## config.mk

```make
export PLATFORM = sky130hd
export DESIGN_NAME = rom_lookup_arbiter
export DESIGN_NICKNAME = d
export VERILOG_FILES = /design/src/rtl/rom_arb_pkg.sv /design/src/rtl/rom_16x4_sync.sv /design/src/rtl/rom_lookup_arbiter.sv
export SDC_FILE = /design/constraint.sdc
export NUM_CORES = 1
export LEC_CHECK = 0
export CAP_MARGIN = 40
export CELL_PAD_IN_SITES_DETAIL_PLACEMENT = 0
export CELL_PAD_IN_SITES_GLOBAL_PLACEMENT = 1
export CORE_MARGIN = 4
export CORE_UTILIZATION = 37
export DETAILED_ROUTE_END_ITERATION = 7
export PLACE_DENSITY = 0.82
export SYNTH_ARGS = -nofsm -noshare
export SYNTH_HDL_FRONTEND = slang
export SYNTH_SLANG_ARGS = --single-unit
```

## constraint.sdc

```tcl
create_clock -name clk -period 2.5 [get_ports clk]
set_input_delay 0.5 -clock clk [delete_from_list [all_inputs] [get_ports clk]]
set_output_delay 0.5 -clock clk [all_outputs]
set_load 0.1 [all_outputs]
```

## src/rtl/rom_arb_pkg.sv

```systemverilog
// Shared constants, FSM state type and the 16x4 lookup table for rom_lookup_arbiter.
package rom_arb_pkg;

  localparam int ADDR_W = 4;
  localparam int DATA_W = 4;

  typedef enum logic [1:0] {
    IDLE,
    READ,
    RESP
  } state_t;

  // Entry k lives in bits [4k+3:4k]; entry 0 is the rightmost nibble.
  localparam logic [63:0] ROM_TABLE = 64'h6ae8_d31f_0c17_a92c;

  function automatic logic [DATA_W-1:0] rom_value(input logic [ADDR_W-1:0] a);
    return ROM_TABLE[{a, 2'b00} +: DATA_W];
  endfunction

endpackage

```

## src/rtl/rom_16x4_sync.sv

```systemverilog
// Single-port synchronous-read ROM holding the package lookup table.
module rom_16x4_sync
  import rom_arb_pkg::*;
(
  input  logic              clk,
  input  logic [ADDR_W-1:0] addr,
  output logic [DATA_W-1:0] q
);

  always_ff @(posedge clk) begin
    q <= rom_value(addr);
  end

endmodule

```

## src/rtl/rom_lookup_arbiter.sv

```systemverilog
// Two-requester req/ack arbiter in front of the shared 16x4 lookup ROM.
// Round-robin by default; define ROM_ARB_FIXED_PRIO_EN for fixed priority (requester 0 wins ties).
module rom_lookup_arbiter #(
  parameter int ADDR_W = 4,
  parameter int DATA_W = 4
) (
  input  logic              clk,
  input  logic              rst_n,
  input  logic [1:0]        req,
  input  logic [ADDR_W-1:0] addr0,
  input  logic [ADDR_W-1:0] addr1,
  output logic [1:0]        ack,
  output logic [DATA_W-1:0] data,
  output logic              busy,
  output logic              grant_id
);

  import rom_arb_pkg::state_t;
  import rom_arb_pkg::IDLE;
  import rom_arb_pkg::READ;
  import rom_arb_pkg::RESP;

  state_t            state;
  state_t            state_next;
  logic              winner;
  logic [ADDR_W-1:0] win_addr;
  logic [ADDR_W-1:0] addr_q;
  logic [ADDR_W-1:0] rom_addr;
  logic [DATA_W-1:0] rom_q;

`ifdef ROM_ARB_FIXED_PRIO_EN
  always_comb begin
    winner = ~req[0];
  end
`else
  logic last_grant;

  always_comb begin
    if (req == 2'b11) winner = ~last_grant;
    else              winner = req[1];
  end

  always_ff @(posedge clk or negedge rst_n) begin
    if (!rst_n)                        last_grant <= 1'b1;
    else if (state == IDLE && |req)    last_grant <= winner;
  end
`endif

  assign win_addr = winner ? addr1 : addr0;
  // ROM sees the winner's address during the grant cycle so its registered
  // output is already valid while in READ; data then captures it on READ exit.
  assign rom_addr = (state == IDLE) ? win_addr : addr_q;

  rom_16x4_sync u_rom (
    .clk  (clk),
    .addr (rom_addr),
    .q    (rom_q)
  );

  always_ff @(posedge clk or negedge rst_n) begin
    if (!rst_n) state <= IDLE;
    else        state <= state_next;
  end

  always_comb begin
    state_next = state;
    case (state)
      IDLE:    if (|req) state_next = READ;
      READ:    state_next = RESP;
      RESP:    state_next = IDLE;
      default: state_next = IDLE;
    endcase
  end

  always_ff @(posedge clk or negedge rst_n) begin
    if (!rst_n) begin
      ack      <= '0;
      data     <= '0;
      grant_id <= 1'b0;
      addr_q   <= '0;
    end else begin
      case (state)
        IDLE: begin
          if (|req) begin
            grant_id <= winner;
            addr_q   <= win_addr;
          end
        end
        READ: begin
          data <= rom_q;
          ack  <= grant_id ? 2'b10 : 2'b01;
        end
        RESP:    ack <= '0;
        default: ack <= '0;
      endcase
    end
  end

  assign busy = (state != IDLE);

endmodule

```

==> reports/qor.yml <==
status: "completed"
relSlewSlack_pct: 59.0
cp_data_arrival_time_ns: 2.45
preCtsSetupSlack_ns: -0.0442
grt_pass1_vias: 668
dr.pass1.iters: 4
maxCapViolCount: 0
synth-xor-area-share_pct: 0
cts_buffer_depth: 2
die_width_um: 57.5
start_util_pct: 39.8
max_freq_mhz: 447
setup_ws_ns: 0.262
gp_congestion: 0.831
synthSimpleGateAreaFrac_pct: 12.3
grt_max_degree: 15
hp-class: "register to register"
cts_resized: 0
clock_latency_ns: 0.29
timing.final.crit_share_pct: 89.5
syn_area_per_cell_sq_um: 10.4
hold_viol: 0
root_buffer: "clkbuf_4"
cp_max_fo: 4
syn_area_sq_um: 906
synthCells: 87
core-area_sq_um: 2280
cts_setup_buffers: 0
worst_pin_slew_ns: 0.613
ys_seq_area_share_pct: 47.7
tritoncts: "done"
wirelength_um: 1690
syn2layout_area_growth_pct: 31.1
clock_skew_ns: 0.0148
grt_pass1_wl_um: 2930
drc: 0
synth_nets: 104
antenna_left: 0
setup-violations-final: 0
hold_buffers: 0
grt_antenna_before_repair: 0
grt_overflow: 0
htree_num_levels: 1
ys.warnings.count: 0
die_h_um: 57.5
via_per_inst: 4.99
muxShareOfSynthArea_pct: 11.6
track_usage_pct: 11.6
n_antenna_cell: 0
vias: 703
cts_buffers: 3
ios: 20
numPortBuffers: 19
synth_compound_area_share_pct: 18.0
nNetsFinal: 131
maxSlewViolCount: 0
dieArea_sq_um: 3300
path_clk_slew_ns: 0.11
drt_iter0_markers: 19
ys_ff_latch: 18
synth_top_family_by_area: "compound AO/OA/AOI/OAI gates"
layout-drive-gt1-share_pct: 24.8
crit_path_end_kind: "register"
routedWlPerCell_um: 12.0
synthDistinctLibCells: 26
crit_type: "input pin to register"
cts.sinks: 18
cp-start-kind: "input pin"
crit_required_ns: 2.72
dp_hpwl_um: 1350
fin_crit_ns: 2.24
rows: 17
rsz0062_at_grt: "no"
synthAdderAreaFrac_pct: 6.91
worst max-delay path, stage by stage:
cell	delay (ns)
clkdlybuf4s50_1	0.48
a21boi_4	0.22
mux2i_1	0.11
a21oi_1	0.30
inv_1	0.14
ha_1	0.30
or2_1	0.24
a31oi_1	0.16
sequential cells by signal (all words and copies together), names as in the netlist:
| name | count |
|---|---|
| state | 2 |
| u_rom.q | 4 |
| data | 4 |
| grant_id | 1 |
| ack | 2 |
| last_grant | 1 |
| addr_q | 4 |
layout make-up:
| class | instances | area [sq um] |
|---|---|---|
| multi-input cells | 61 | 442 |
| repair buffers | 24 | 220 |
| inverters | 6 | 22.5 |
| fillers | 205 | 1090 |
| clock buffers | 4 | 36.3 |
| well taps | 28 | 35.0 |
| flip-flops and latches | 18 | 432 |
layout by cell type, fill, tap and decap left out, drive strengths merged:
master | Yosys | final
and2 | 2 | 2
dfstp | 1 | 1
a21boi | 1 | 1
o31a | 1 | 1
or3 | 1 | 1
nand2b | 2 | 2
o21ai | 2 | 2
o221ai | 1 | 1
nand2 | 3 | 3
a21oi | 12 | 12
or2 | 2 | 2
a31oi | 2 | 2
inv | 6 | 6
buf | 2 | 13
ha | 5 | 5
o211a | 1 | 1
clkdlybuf4s50 | 0 | 11
clkbuf | 0 | 4
dfrtp | 13 | 13
a211oi | 2 | 2
dfxtp | 4 | 4
nor2 | 13 | 13
mux2 | 4 | 4
mux2i | 6 | 6
nand3 | 1 | 1
cell usage after synthesis (all sizes together):
| library cell | count | area, sq um |
|---|---|---|
| dfrtp | 13 | 325 |
| nor2 | 13 | 51.3 |
| a21oi | 12 | 71.3 |
| inv | 6 | 22.5 |
| mux2i | 6 | 60.1 |
| ha | 5 | 62.6 |
| dfxtp | 4 | 80.1 |
| mux2 | 4 | 45.0 |
| nand2 | 3 | 11.3 |
| a211oi | 2 | 15.0 |
| a31oi | 2 | 12.5 |
| and2 | 2 | 12.5 |
| buf | 2 | 10.0 |
| nand2b | 2 | 12.5 |
| o21ai | 2 | 10.0 |
| or2 | 2 | 12.5 |
| a21boi | 1 | 18.8 |
| dfstp | 1 | 26.3 |
| nand3 | 1 | 5.00 |
| o211a | 1 | 10.0 |
| o221ai | 1 | 15.0 |
| o31a | 1 | 10.0 |
| or3 | 1 | 6.26 |
metal layers:
layer / track usage [%] / share of wire, % / vias up / wire length [um]
met3: 2.71 / 3.3 / 2 / 56
met2: 18.5 / 50 / 10 / 846
met5: 0 / 0 / - / 0
met4: 6.95 / 1.9 / 0 / 32
met1: 14.1 / 45 / 339 / 752
li1: - / - / 352 / -
metrics by stage:
stage	TNS [ns]	cell area (sq um)	std cells	hold WS, ns	utilization (%)
global route	0	1190	141	0.493	52.2
CTS	0	1190	141	0.473	52.2
detailed placement	-0.0835	1150	137	0.450	50.6
global placement	0	1150	137	0.445	50.6
floorplan	0	906	87	0.204	-
finish	0	1190	141	0.460	52.2
path summary, 6_finish.rpt:
| kind | from | to | slack, ns | depth (start not counted) |
|---|---|---|---|---|
| max in group asynchronous | rst_n | data[1] | 1.51 | 1 |
| worst min register to register | state[1] | ack[1] | 0.46 | 1 |
| worst max-delay path | req[1] | u_rom.q[3] | 0.26 | 8 |
| worst min-delay path | state[1] | ack[1] | 0.46 | 1 |
| min in group asynchronous | rst_n | addr_q[2] | 0.58 | 1 |
| worst max register to register | state[0] | u_rom.q[3] | 0.47 | 7 |
cells by family after synthesis:
group,Yosys count
AND/OR/NAND/NOR,24
buffers and inverters,8
AO/OA/AOI/OAI,22
adder cells (fa/ha/maj),5
flip-flops,18
multiplexers,10
Power is not shown: default switching activity piles up to over one toggle a cycle in this logic, so the estimate is an artifact.
